[src/rtl/pp_fifo_wr_arb.sv]
// Round-robin write arbiter for a push/pop FIFO with a flush sequencer
// (block producers, optional drain, one-cycle clear pulse, done pulse).
module pp_fifo_wr_arb #(
  parameter int unsigned NUM_REQ    = 4,
  parameter int unsigned DATA_WIDTH = 32,
  parameter int unsigned CNT_W      = 5
) (
  input  logic                            clk,
  input  logic                            reset_n,
  input  logic [NUM_REQ-1:0]              req_valid,
  input  logic [NUM_REQ*DATA_WIDTH-1:0]   req_data,
  output logic [NUM_REQ-1:0]              req_ready,
  output logic                            fifo_push,
  output logic [DATA_WIDTH-1:0]           fifo_data,
  output logic                            fifo_clear,
  input  logic                            fifo_pop,
  input  logic                            fifo_empty,
  input  logic                            fifo_full,
  input  logic                            flush_req,
  input  logic                            flush_wait,
  output logic                            flush_done,
  output logic [$clog2(NUM_REQ)-1:0]      last_grant,
  output logic [15:0]                     push_cnt
);

  localparam int unsigned PTR_W = $clog2(NUM_REQ);

  if ((NUM_REQ < 2) || (NUM_REQ > 8) || (CNT_W < 1)) begin : g_bad_param
    $error("pp_fifo_wr_arb: unsupported parameter set");
  end

  typedef enum logic [2:0] {IDLE, BLOCK, DRAIN, CLEAR, DONE} state_t;

  state_t           state;
  logic [PTR_W-1:0] rr_ptr;
  logic [PTR_W-1:0] winner;
  logic [PTR_W-1:0] next_ptr;
  logic             any_valid;
  logic             can_push;
  logic             push;

  function automatic logic [PTR_W-1:0] wrap_add(input logic [PTR_W-1:0] base,
                                                input int unsigned      off);
    int unsigned s;
    s = 32'(base) + off;
    if (s >= NUM_REQ) s = s - NUM_REQ;
    return s[PTR_W-1:0];
  endfunction

  // First valid requester at or after rr_ptr, wrapping modulo NUM_REQ.
  always_comb begin
    winner    = rr_ptr;
    any_valid = 1'b0;
    for (int unsigned k = 0; k < NUM_REQ; k++) begin
      if (!any_valid && req_valid[wrap_add(rr_ptr, k)]) begin
        winner    = wrap_add(rr_ptr, k);
        any_valid = 1'b1;
      end
    end
  end

  assign next_ptr  = (winner == PTR_W'(NUM_REQ - 1)) ? '0 : winner + PTR_W'(1);
  assign can_push  = ~fifo_full | (fifo_pop & ~fifo_empty);
  assign push      = reset_n & (state == IDLE) & can_push & any_valid;
  assign fifo_push = push;
  assign req_ready = push ? (NUM_REQ'(1) << winner) : '0;
  assign fifo_data = reset_n ? req_data[32'(winner)*DATA_WIDTH +: DATA_WIDTH] : '0;

  // fifo_clear/flush_done are set on entry to CLEAR/DONE so each is high for exactly that state.
  always_ff @(posedge clk or negedge reset_n) begin
    if (!reset_n) begin
      state      <= IDLE;
      rr_ptr     <= '0;
      last_grant <= '0;
      push_cnt   <= '0;
      fifo_clear <= 1'b0;
      flush_done <= 1'b0;
    end else begin
      fifo_clear <= 1'b0;
      flush_done <= 1'b0;
      if (push) begin
        rr_ptr     <= next_ptr;
        last_grant <= winner;
        push_cnt   <= push_cnt + 16'd1;
      end
      unique case (state)
        IDLE:  if (flush_req) state <= BLOCK;
        BLOCK: begin
          if (flush_wait) begin
            state <= DRAIN;
          end else begin
            state      <= CLEAR;
            fifo_clear <= 1'b1;
          end
        end
        DRAIN: begin
          if (fifo_empty) begin
            state      <= CLEAR;
            fifo_clear <= 1'b1;
          end
        end
        CLEAR: begin
          state      <= DONE;
          flush_done <= 1'b1;
        end
        DONE:    state <= IDLE;
        default: state <= IDLE;
      endcase
    end
  end

endmodule
[config.mk]
export PLATFORM = sky130hd
export DESIGN_NAME = pp_fifo_wr_arb
export DESIGN_NICKNAME = d
export VERILOG_FILES = /design/src/rtl/pp_fifo_wr_arb.sv
export SDC_FILE = /design/constraint.sdc
export NUM_CORES = 1
export LEC_CHECK = 0
export CORE_UTILIZATION = 34
export CTS_CLUSTER_DIAMETER = 120
export DETAILED_ROUTE_END_ITERATION = 7
export PLACE_DENSITY = 0.87
export SETUP_SLACK_MARGIN = 0.3
export SYNTH_ARGS = -nofsm -noshare
export SYNTH_HDL_FRONTEND = slang
export SYNTH_SLANG_ARGS = --single-unit
[constraint.sdc]
create_clock -name clk -period 3.95 [get_ports clk]
set_input_delay 0.395 -clock clk [delete_from_list [all_inputs] [get_ports clk]]
set_output_delay 0.395 -clock clk [all_outputs]
set_load 0.01 [all_outputs]
==> Yosys cells after proc, flatten, opt, wreduce, memory -nomap -nowiden <==
Index checks and enable logic that the tools add are counted.
{ "op_classes": {"n_reduce_logical": 8, "n_shift": 2, "add_sub_neg": 9, "eq_ne": 6, "n_bitwise": 7, "magnitude_cmp": 8, "muxes": 31} }
{ "ops": {"columns": ["operator", "count"], "rows": [
  ["128-bit by 8-bit indexed part select with 32-bit output", 1],
  ["32-bit 2-to-1 mux", 1],
  ["2-bit 2-to-1 mux", 9],
  ["16-bit by 1-bit adder with 16-bit output (second input constant)", 1],
  ["2-bit by 3-bit less-than comparator with 1-bit output (second input constant)", 4],
  ["1-bit 2-to-1 mux", 12],
  ["3-bit case mux with 4 select lines", 1],
  ["3-bit >= comparator (second input constant)", 3],
  ["1-bit binary-select mux with 2-bit select", 4],
  ["2-bit by 1-bit subtractor with 2-bit output (second input constant)", 4],
  ["2-bit by 2-bit adder with 3-bit output (second input constant)", 2],
  ["3-bit by 2-bit equality test with 1-bit output (second input constant)", 2],
  ["3-bit 2-to-1 mux", 2],
  ["1-bit bitwise AND", 4],
  ["4-bit 2-to-1 mux", 1],
  ["2-bit != test (second input constant)", 2],
  ["1-bit by 2-bit << shifter with 4-bit output (first input constant)", 1],
  ["2-bit by 1-bit adder with 3-bit output (second input constant)", 1],
  ["3-bit by 1-bit equality test with 1-bit output (second input constant)", 1],
  ["2-bit by 3-bit >= comparator with 1-bit output (second input constant)", 1],
  ["1-bit logical AND", 3],
  ["1-bit logical NOT", 3],
  ["3-bit logical NOT", 1],
  ["2-bit by 1-bit adder with 2-bit output (second input constant)", 1],
  ["5 further kinds", 6]
]} }
{ "totals": {"reg_bits": 25, "in_bits": 139, "output_inout_bits": 57} }

==> Logic depth before layout (Yosys ltp) <==
{ "logic_depth": {"ltp_word": 16, "ltp_mapped": 9, "depth_no_buf": 6} }

==> Least setup slack after synthesis <==
OpenSTA, ideal clock, no wires.
{ "synth_path": {"kind": "in2out", "startpoint": "input req_valid[2]", "endpoint": "output req_ready[0]", "path_slack_ns": 1.918, "path_stages": 9, "arrival_ns": 1.637, "cell_sequence": "nor2b_1 > o21ai_0 > o311a_1 > buf_2 > buf_6 > buf_6 > inv_1 > ha_1 > and2_1"} }
{ "synth_between": {"elab_chain_len": 14, "elab_cells_between_ends": 25} }
{ "synth_rtl": {"columns": ["item", "line", "source"], "rows": [
  ["from (decl)", "10", "input logic [NUM_REQ-1:0] req_valid,"],
  ["1-bit binary-select mux with 2-bit select", "55", "if (!any_valid && req_valid[wrap_add(rr_ptr, k)]) begin"],
  ["1-bit 2-to-1 mux (not written as such)", "55", null],
  ["1-bit 2-to-1 mux", "55", null],
  ["1-bit logical NOT", "55", null],
  ["1-bit logical AND", "55", null],
  ["1-bit 2-to-1 mux", "55", null],
  ["1-bit logical NOT", "55", null],
  ["1-bit logical AND", "55", null],
  ["1-bit 2-to-1 mux", "55", null],
  ["1-bit logical NOT", "55", null],
  ["1-bit logical AND", "55", null],
  ["2-bit 2-to-1 mux *", "55", null],
  ["named net winner[0]", "36", "logic [PTR_W-1:0] winner;"],
  ["1-bit by 2-bit << shifter with 4-bit output *", "66", "assign req_ready = push ? (NUM_REQ'(1) << winner) : '0;"],
  ["4-bit 2-to-1 mux *", "66", null],
  ["to (decl)", "12", "output logic [NUM_REQ-1:0] req_ready,"]
]} }
The timed path passes the listed nets; every way through them passes the cells marked *. The select of a mux whose other input is x is not followed.

==> Final worst setup path <==
{ "layout_path": {"startpoint": "input req_valid[2]", "endpoint": "output fifo_data[6]"} }
{ "layout_between": {"elab_chain_len": 14, "elab_cells_between_ends": 23} }
{ "layout_rtl": {"columns": ["item", "line", "source"], "rows": [
  ["1-bit binary-select mux with 2-bit select", "55", null],
  ["1-bit 2-to-1 mux (not written as such)", "55", null],
  ["1-bit 2-to-1 mux", "55", null],
  ["1-bit logical NOT", "55", null],
  ["1-bit logical AND", "55", null],
  ["1-bit 2-to-1 mux", "55", null],
  ["1-bit logical NOT", "55", null],
  ["1-bit logical AND", "55", null],
  ["1-bit 2-to-1 mux", "55", null],
  ["1-bit logical NOT", "55", null],
  ["1-bit logical AND", "55", null],
  ["2-bit 2-to-1 mux *", "55", null],
  ["128-bit by 8-bit indexed part select with 32-bit output *", "67", "assign fifo_data = reset_n ? req_data[32'(winner)*DATA_WIDTH +: DATA_WIDTH] : '0;"],
  ["32-bit 2-to-1 mux *", "67", null],
  ["to (decl)", "14", "output logic [DATA_WIDTH-1:0] fifo_data,"]
]} }
Mark *: on every way between the ends. The rest lies on a longest branch, timed or not. The select of a mux whose other input is x is not followed.

==> impl_metrics.tcl <==
set metrics [dict create \
    outcome "finished clean" \
    cts_buffer_depth 2 \
    hold_buffers 0 \
    area_growth_pct 93.6 \
    die_area_um2 6810 \
    peakVddDrop_uv 327 \
    synth_nets 375 \
    synthCells 231 \
    placedCellCount 490 \
    ys_seq_area_share_pct 28.4 \
    multi_input_area_um2 1450 \
    cp-end-kind "primary output" \
    postCtsSetupRepairBufs 0 \
    routed_wl_um 8330 \
    clk_latency_ps 270 \
    start_kind "primary input" \
    grt_pass1_vias 2502 \
    hold_ws_ps 359 \
    reg2regPathDepth 5 \
    nFillCells 481 \
    final_common_cell "clkdlybuf4s50_1" \
    powerDensity_nw_per_um2 411 \
    post-place-ws_ps 601 \
    crit_path_max_fanout 32 \
    fin_ws_ps 577 \
    start_util_pct 36.1 \
    via_count 2523 \
    htreeDepth 1 \
    finalHoldViolations 0 \
    core.rowCount 28 \
    dr.pass1.iters 4 \
    fin_crit_ps 3370 \
    cts_resized 0 \
    finalClockSkew_ps 8.10 \
    setup_viol 0 \
    drive_above_1_share_pct 5.01 \
    track_usage_pct 23.1 \
    place_hpwl_um 6930 \
    antenna_found_initial 0 \
    rr_endpoint "push_cnt[9]" \
    routedWlPerCell_um 16.9 \
    required_ps 3560 \
    cp_data_arrival_time_ps 2980 \
    cts_tree "built" \
    p_leak_nw 1.76 \
    slew_violations 0 \
    syn_area_per_cell_um2 9.54 \
    coreArea_um2 6100 \
    post-route-period-util_pct 85.4 \
    drt_iter0_drc 60 \
    maxCapViolCount 0 \
    root_buffer "clkbuf_8" \
    seq_area_um2 626 \
    holdCritPathClass "primary input to async pin" \
    worstMarginPinSlew_ps 593 \
    regToRegSetupSlack_ps 1950 \
    finalSetupTns_ps 0 \
    clkSinkCount 25 \
    grt-ovfl-total 0 \
    via_per_inst 5.11 \
    yosys_warnings 0 \
    async_flop_share_pct 100 \
    ant_nets 0 \
    synth_ff_type "dfrtp_1" \
    slew_headroom_pct 60.3 \
    syn_area_um2 2200 \
    cts.clk_slew.worst_paths_ps 90 \
    rsz0062_at_grt "no" \
    final_cell_mix "195 x clkdlybuf4s50_1, 65 x mux2i_1, 32 x o22ai_1, 25 x dfrtp_1, 18 x nand2_1" \
    synth_seq_cells 25 \
    die_h_um 82.5 \
    drcViolationCount 0 \
    grt_max_degree 33 \
    numCtsBuffers 3 \
    die_w_um 82.5 \
    num_antenna_cells 0 \
    grt_pass1_wl_um 12000 \
    globalplace.congestion 0.799 \
    fmax_ghz 0.297 \
    instances_no_fill 494 \
    synth-edff-count 0 \
    synth.distinct_cells 39 \
    pin_count 196 \
    r2r-start "state[0]" \
    fin_nets 564 \
    crit_type "primary input to primary output" \
    port_buffers 195 \
]
power by group:
part	total (W)	internal, W	switching [W]
Clock	0.000154	0.0000715	0.0000825
Combinational	0.00120	0.000684	0.000513
Sequential	0.000400	0.000320	0.0000797
Total	0.00175	0.00108	0.000675
cell type report:
type	instances	area share, %
Multi-Input combinational cell	184	34.1
Inverter	5	0.499
Tap cell	75	2.20
Sequential cell	25	14.7
Clock buffer	3	0.968
Timing Repair Buffer	201	47.4
Clock inverter	1	0.176
per-layer routing:
metal | up-vias | global-route usage [%] | part of all wire (%) | routed length, um
met3 | 17 | 4.29 | 6.4 | 535
met1 | 1163 | 28.2 | 40 | 3330
met5 | - | 0 | 0 | 0
met2 | 112 | 40.3 | 51 | 4230
li1 | 1231 | - | - | -
met4 | 0 | 8.62 | 2.9 | 239
per-stage QoR:
step / total power [W] / instance area, um2 / utilization (%)
after floorplan: 0.00107 / 2200 / -
after global placement: 0.00158 / 4220 / 69.2
after detailed placement: 0.00160 / 4220 / 69.2
after CTS: 0.00176 / 4270 / 70.0
after global routing: 0.00187 / 4270 / 70.0
final: 0.00175 / 4270 / 70.0
cell families (layout without fill, tap and decap cells):
kind of cell             count (synthesis)  after routing  synth area share, %
buffers and inverters                   22            210                 6.13
AO/OA/AOI/OAI                           42             42                 12.3
XOR/XNOR                                16             16                 6.36
multiplexers                            65             65                 29.5
AND/OR/NAND/NOR                         56             56                 14.5
adder cells (fa/ha/maj)                  5              5                 2.84
flip-flops                              25             25                 28.4
critical path: stages:
cell and delay [ps]:
clkdlybuf4s50_1 470, nor2b_1 170, o21ai_0 210, o311a_4 510
buf_12 290, mux2i_1 290, o22ai_1 120, clkdlybuf4s50_1 490
registers in the layout (all words and copies together), names as in the netlist:
register,count
last_grant,2
push_cnt,16
fifo_clear,1
rr_ptr,2
flush_done,1
state,3
worst max path at each step:
stage	from	end	slack (ps)	cells past startpoint
global placement	req_valid[2]	fifo_data[6]	620	8
detailed placement	req_valid[2]	fifo_data[6]	600	8
CTS	req_valid[2]	fifo_data[6]	590	8
finish	req_valid[2]	fifo_data[6]	580	8
global route	req_valid[2]	fifo_data[6]	410	8
floorplan	req_valid[2]	req_ready[0]	1920	9
cells in the mapped netlist (all sizes together), types with 5 or more instances:
cell / instances / area, um2
mux2i: 65 / 651
o22ai: 32 / 200
dfrtp: 25 / 626
nand2: 18 / 67.6
buf: 16 / 110
xnor2: 15 / 131
nor2: 7 / 26.3
ha: 5 / 62.6
inv: 5 / 21.3
nand3: 5 / 30.0
nand4: 5 / 43.8
nor2b: 5 / 31.3
(Power assumes the default switching activity.)
